<file path="src/rtl/vga_pkg.sv">
// vga_pkg
//   Shared timing defaults for the VGA raster generator (640x480 @ 60 Hz with
//   a 25.175 MHz pixel clock) and the coordinate type used by every consumer
//   of DrawX/DrawY.
//   Contents:
//     DEF_H_* / DEF_V_*  default porch/sync/visible widths
//     DEF_H_TOTAL/V_TOTAL derived line and frame lengths
//     coord_t            10-bit pixel coordinate (covers totals up to 1024)
package vga_pkg;

  localparam int DEF_H_VISIBLE = 640;
  localparam int DEF_H_FRONT   = 16;
  localparam int DEF_H_SYNC    = 96;
  localparam int DEF_H_BACK    = 48;
  localparam int DEF_V_VISIBLE = 480;
  localparam int DEF_V_FRONT   = 10;
  localparam int DEF_V_SYNC    = 2;
  localparam int DEF_V_BACK    = 33;

  localparam int DEF_H_TOTAL = DEF_H_VISIBLE + DEF_H_FRONT + DEF_H_SYNC + DEF_H_BACK;
  localparam int DEF_V_TOTAL = DEF_V_VISIBLE + DEF_V_FRONT + DEF_V_SYNC + DEF_V_BACK;

  localparam int DEF_FC_W = 8;

  typedef logic [9:0] coord_t;

endpackage

</file>
<file path="src/rtl/wrap_counter.sv">
// wrap_counter
//   Modulo-(MAX+1) up counter used for the raster X and Y axes.
//   Reset parks the count on MAX so the first enabled step lands on 0.
//   Ports:
//     vga_clk  in   pixel clock, state on posedge
//     reset_n  in   asynchronous active-low reset (count -> MAX)
//     en       in   advance by one this cycle
//     clr      in   synchronous clear to 0 (has priority over en)
//     q        out  current count
//     q_next   out  value q will take at the next clock edge
//     wrap     out  en is high and q is at MAX (q_next is the wrap to 0)
module wrap_counter
  import vga_pkg::*;
#(
  parameter int MAX = DEF_H_TOTAL - 1
) (
  input  logic   vga_clk,
  input  logic   reset_n,
  input  logic   en,
  input  logic   clr,
  output coord_t q,
  output coord_t q_next,
  output logic   wrap
);

  coord_t q_reg;
  coord_t q_next_w;

  assign wrap = en && (q_reg == coord_t'(MAX));

  always_comb begin
    q_next_w = q_reg;
    if (clr) begin
      q_next_w = '0;
    end else if (en) begin
      q_next_w = wrap ? '0 : q_reg + 10'd1;
    end
  end

  always_ff @(posedge vga_clk or negedge reset_n) begin
    if (!reset_n) begin
      q_reg <= coord_t'(MAX);
    end else begin
      q_reg <= q_next_w;
    end
  end

  assign q      = q_reg;
  assign q_next = q_next_w;

endmodule

</file>
<file path="src/rtl/vga_timing_gen.sv">
// vga_timing_gen
//   VGA raster timing generator: sync pulses, active-video flag, current pixel
//   coordinate, per-line / per-frame strobes and a frame counter for sprite
//   animation sequencing.
//   Ports:
//     vga_clk      in   pixel clock, all state on posedge
//     reset_n      in   asynchronous active-low reset
//     ce           in   pixel advance enable
//     hs, vs       out  horizontal / vertical sync, active low
//     blank        out  1 = visible pixel, 0 = porch or sync
//     DrawX, DrawY out  current column / row
//     line_start   out  one-cycle pulse when DrawX becomes 0
//     frame_start  out  one-cycle pulse when (DrawX,DrawY) becomes (0,0)
//     frame_count  out  completed-frame counter, wraps silently
//   Every output is a register. hs/vs/blank are loaded from a decode of the
//   counters' next value, so they line up with DrawX/DrawY in the same cycle.
module vga_timing_gen
  import vga_pkg::*;
#(
  parameter int H_VISIBLE = DEF_H_VISIBLE,
  parameter int H_FRONT   = DEF_H_FRONT,
  parameter int H_SYNC    = DEF_H_SYNC,
  parameter int H_BACK    = DEF_H_BACK,
  parameter int V_VISIBLE = DEF_V_VISIBLE,
  parameter int V_FRONT   = DEF_V_FRONT,
  parameter int V_SYNC    = DEF_V_SYNC,
  parameter int V_BACK    = DEF_V_BACK,
  parameter int FC_W      = DEF_FC_W
) (
  input  logic            vga_clk,
  input  logic            reset_n,
  input  logic            ce,
  output logic            hs,
  output logic            vs,
  output logic            blank,
  output coord_t          DrawX,
  output coord_t          DrawY,
  output logic            line_start,
  output logic            frame_start,
  output logic [FC_W-1:0] frame_count
);

  localparam int H_TOTAL = H_VISIBLE + H_FRONT + H_SYNC + H_BACK;
  localparam int V_TOTAL = V_VISIBLE + V_FRONT + V_SYNC + V_BACK;

  if ((H_TOTAL > 1024) || (V_TOTAL > 1024)) begin : g_timing_check
    $error("vga_timing_gen: H_TOTAL=%0d / V_TOTAL=%0d exceed the 10-bit coordinate range",
           H_TOTAL, V_TOTAL);
  end

  // Decode boundaries held in 11 bits so porch sums near 1024 cannot overflow.
  localparam logic [10:0] H_VIS_END  = 11'(H_VISIBLE);
  localparam logic [10:0] HS_START   = 11'(H_VISIBLE + H_FRONT);
  localparam logic [10:0] HS_END     = 11'(H_VISIBLE + H_FRONT + H_SYNC);
  localparam logic [10:0] V_VIS_END  = 11'(V_VISIBLE);
  localparam logic [10:0] VS_START   = 11'(V_VISIBLE + V_FRONT);
  localparam logic [10:0] VS_END     = 11'(V_VISIBLE + V_FRONT + V_SYNC);

  coord_t x_q, x_next, y_q, y_next;
  logic   h_wrap, v_wrap;

  wrap_counter #(.MAX(H_TOTAL - 1)) u_h_cnt (
    .vga_clk (vga_clk),
    .reset_n (reset_n),
    .en      (ce),
    .clr     (1'b0),
    .q       (x_q),
    .q_next  (x_next),
    .wrap    (h_wrap)
  );

  wrap_counter #(.MAX(V_TOTAL - 1)) u_v_cnt (
    .vga_clk (vga_clk),
    .reset_n (reset_n),
    .en      (ce && h_wrap),
    .clr     (1'b0),
    .q       (y_q),
    .q_next  (y_next),
    .wrap    (v_wrap)
  );

  logic [10:0] x_ext, y_ext;
  logic        hs_next, vs_next, blank_next;
  logic        line_start_next, frame_start_next;

  always_comb begin
    x_ext      = {1'b0, x_next};
    y_ext      = {1'b0, y_next};
    blank_next = (x_ext < H_VIS_END) && (y_ext < V_VIS_END);
    hs_next    = !((x_ext >= HS_START) && (x_ext < HS_END));
    vs_next    = !((y_ext >= VS_START) && (y_ext < VS_END));
    // The counters only reach 0 through a wrap, so the wrap flags are exactly
    // "ce and next X == 0" and "ce and next (X,Y) == (0,0)".
    line_start_next  = h_wrap;
    frame_start_next = v_wrap;
  end

  logic            hs_reg, vs_reg, blank_reg;
  logic            line_start_reg, frame_start_reg;
  logic [FC_W-1:0] frame_count_reg;

  always_ff @(posedge vga_clk or negedge reset_n) begin
    if (!reset_n) begin
      hs_reg          <= 1'b1;
      vs_reg          <= 1'b1;
      blank_reg       <= 1'b0;
      line_start_reg  <= 1'b0;
      frame_start_reg <= 1'b0;
      // All ones, so the first frame after reset reads back as frame 0.
      frame_count_reg <= '1;
    end else if (ce) begin
      hs_reg          <= hs_next;
      vs_reg          <= vs_next;
      blank_reg       <= blank_next;
      line_start_reg  <= line_start_next;
      frame_start_reg <= frame_start_next;
      if (frame_start_next) begin
        frame_count_reg <= frame_count_reg + FC_W'(1);
      end
    end else begin
      line_start_reg  <= 1'b0;
      frame_start_reg <= 1'b0;
    end
  end

  assign hs          = hs_reg;
  assign vs          = vs_reg;
  assign blank       = blank_reg;
  assign DrawX       = x_q;
  assign DrawY       = y_q;
  assign line_start  = line_start_reg;
  assign frame_start = frame_start_reg;
  assign frame_count = frame_count_reg;

endmodule

</file>
<file path="config.mk">
export PLATFORM = sky130hd
export DESIGN_NAME = vga_timing_gen
export DESIGN_NICKNAME = d
export VERILOG_FILES = /design/src/rtl/vga_pkg.sv /design/src/rtl/wrap_counter.sv /design/src/rtl/vga_timing_gen.sv
export SDC_FILE = /design/constraint.sdc
export NUM_CORES = 1
export LEC_CHECK = 0
export ABC_AREA = 1
export CORE_MARGIN = 2
export CORE_UTILIZATION = 30
export DETAILED_ROUTE_END_ITERATION = 10
export GPL_TIMING_DRIVEN = 0
export PLACE_DENSITY_LB_ADDON = 0.2
export RECOVER_POWER = 25
export SLEW_MARGIN = 20
export SYNTH_ARGS = -nofsm -noshare
export SYNTH_HDL_FRONTEND = slang
export SYNTH_HIERARCHICAL = 1
export SYNTH_SLANG_ARGS = --single-unit
</file>
<file path="constraint.sdc">
create_clock -name vga_clk -period 2.46 [get_ports vga_clk]
set_input_delay 0.492 -clock vga_clk [delete_from_list [all_inputs] [get_ports vga_clk]]
set_output_delay 0.492 -clock vga_clk [all_outputs]
set_load 0.01 [all_outputs]
</file>
==> metrics.cfg <==
[setup_path]
worstPathMaxFanout = 5
setup.worst_path.start = u_h_cnt/q[1]
r2r-start = u_h_cnt/q[1]
cp.arrival_ns = 2.48
cp.required_ns = 2.67
start_kind = register
rr_worst_depth = 17
crit_type = register to register
end_kind = register

[logic_synthesis]
synthesis.instances = 244
synth_edf_count = 0
async_flop_share = 1.00
yosys.cell_count.top_type = nand2_1
ys_ff_latch = 33
synth_top_family_by_area = simple AND/OR/NAND/NOR gates
synth-simple-area-share = 0.362
synth_top_area_cell = dfstp_2
syn_area_per_cell_sq_um = 7.82
netlist_top_cells_area = dfstp_2, dfrtp_1, nand2_1
synth_top_cell_area_share = 0.275
synthFlopType = dfstp_2
synth_area_sq_um = 1910
synthXorXnorAreaFrac = 0.0367
synthAdderAreaFrac = 0.0262
synth_compound_area_frac = 0.0407
synth_top_cells_by_count = nand2_1, inv_1, nor2_1, dfstp_2, nand3_1
muxShareOfSynthArea = 0
synthDistinctLibCells = 27
yosys_warnings = 6
seq_area_frac_synth = 0.446

[clock_tree]
cts_root_buf = clkbuf_8
clkSlewWorstSetupHoldPaths_ns = 0.07
cts_made_buffers = 5
insertion_delay_ns = 0.29
cts_tree = built
holdBufCountCts = 0
cts.sinks = 33
cts.path.max_buffers = 2
h-tree-depth = 2

[global_routing]
grt_use_total = 0.126
grt-ovfl-total = 0
grt_pass1_vias = 1555
antenna_found_initial = 0
grt_max_degree = 22
grt_pass1_wl_mm = 7.13

[timing]
worst_pin_slew_ns = 1.16
hold_violations = 0
fin_crit_sh = 0.921
hold_slack_ns = 0.229
clock.fmax_mhz = 441
rsz0062_at_grt = true
maxSlewHeadroom = 0.229
setup_viol = 0
finalCriticalPeriod_ns = 2.27
maxSlewViolCount = 0
finClkSkew_ns = 0.00634

[power_and_ir_drop]
power_frac_clock = 0.397
seq_power_share = 0.550
peakVddDrop_v = 0.000191
p_per_area_nw_per_um2 = 393
power_mw = 1.01
p_int_uw = 766
switchingPower_uw = 243
swShare = 0.241
p_leak_nw = 1.14
combinationalPowerShare = 0.054

[detailed_routing]
drc = 0
drt_first_pass_iters = 5
finalWirelength_mm = 4.13
first_iter_violations = 82
wl_per_cell_microns = 10.9
vias = 1625
ant_nets = 0
viasPerCell = 4.28

[status]
status = finished clean

[finish]
syn2layout_area_growth_pct = 34.4
drive_gt1_frac = 0.244
fill_cells = 656
post-route-util = 0.411
fin_nets = 309
final_area_sq_um = 2560
antenna-diode-count = 0
fin_cells = 380

[place]
place_inst = 363
dp.final_hpwl_mm = 3.16
gp_congestion = 0.787
portBuffers = 35
placed_cell_area_sq_um = 2400

[die]
initial_core_util = 0.306
num_rows = 29
die_x_microns = 83.8
die_h_microns = 83.8
io_pins = 36
core-area_sq_um = 6240
die-area_sq_um = 7010

[job]
maxCapViolations = 0

[hold_path]
holdCritPathClass = input pin to asynchronous set/reset pin

## metrics by stage
step                      worst slack, ns  setup TNS (ns)
final                               0.194               0
after detailed placement           -0.625           -5.65
after floorplan                     0.276               0
after global routing              -0.0104         -0.0104
after CTS                          0.0117               0
after global placement             -0.551           -4.68
## power groups by stage
stage | Sequential (mW) | Clock [mW] | Combinational [mW]
finish | 0.554 | 0.400 | 0.0543
global placement | 0.564 | 0 | 0.0497
CTS | 0.554 | 0.422 | 0.0568
detailed placement | 0.564 | 0 | 0.0544
global route | 0.555 | 0.444 | 0.0632
floorplan | 0.565 | 0 | 0.0199
## area by class of cell
cell class | instances | area [sq um] | share of cell area
timing repair buffer | 45 | 410 | 0.160
clock inverter | 3 | 17.5 | 0.00683
tap | 77 | 96.3 | 0.0376
sequential | 33 | 851 | 0.332
clock buffer | 5 | 68.8 | 0.0268
multi-input combinational | 176 | 955 | 0.372
inverter | 39 | 146 | 0.0571
buffer | 2 | 18.8 | 0.00732
## worst max-delay path, cell delays in order, from the launching register on
cell,delay (ns)
dfstp_2,0.57
ha_4,0.16
nand2_4,0.05
nor2_4,0.11
nand3_4,0.09
inv_2,0.06
nand2_2,0.04
inv_2,0.07
buf_6,0.12
buf_4,0.12
nand2_1,0.05
nor2_1,0.11
nand3_1,0.12
nand2_1,0.13
o21ai_1,0.09
nand3_1,0.10
nor3_1,0.05
a21oi_1,0.13
## final timing paths
| path | endpoint | slack, ns |
|---|---|---|
| setup / recovery | vs | 0.19 |
| hold / removal | u_v_cnt/q[7] | 0.23 |
| setup reg to reg | vs | 0.19 |
| hold reg to reg | frame_count[1] | 0.49 |
| max in group asynchronous | frame_start | 0.75 |
| min in group vga_clk | frame_count[1] | 0.49 |
## layer usage
metal / track usage / vias to the layer above / part of all wire
li1: - / 866 / -
met1: 0.163 / 728 / 0.49
met2: 0.201 / 24 / 0.46
met3: 0.0326 / 7 / 0.033
met4: 0.0484 / 0 / 0.016
met5: 0 / - / 0
## cells in the final DEF (no fill, tap or decap), types with 6 or more instances in the layout
cell              n
conb_1            7
nand4_1           7
inv_2             6
nor2_1           34
nand2_2           7
nand3_1          18
clkdlybuf4s50_1  33
nand2_1          53
buf_4            10
dfstp_2          20
a21oi_1           7
dfrtp_1          13
inv_1            33
nor2_4            7
## cells by family (layout without fill, tap and decap cells)
family	Yosys count	after routing
adder cells (fa/ha/maj)	4	4
AO/OA/AOI/OAI	14	14
buffers and inverters	41	94
AND/OR/NAND/NOR	143	143
flip-flops	33	33
other	1	7
XOR/XNOR	8	8
## repair_timing
action	4_1_cts	5_1_grt
pin swaps	3	9
setup endpoints to repair	8	5
endpoints found under the hold margin	0	0
gates resized for setup	4	11
gates cloned	0	0
setup buffers	2	7
No activity file was read; power rests on OpenSTA's default activity.
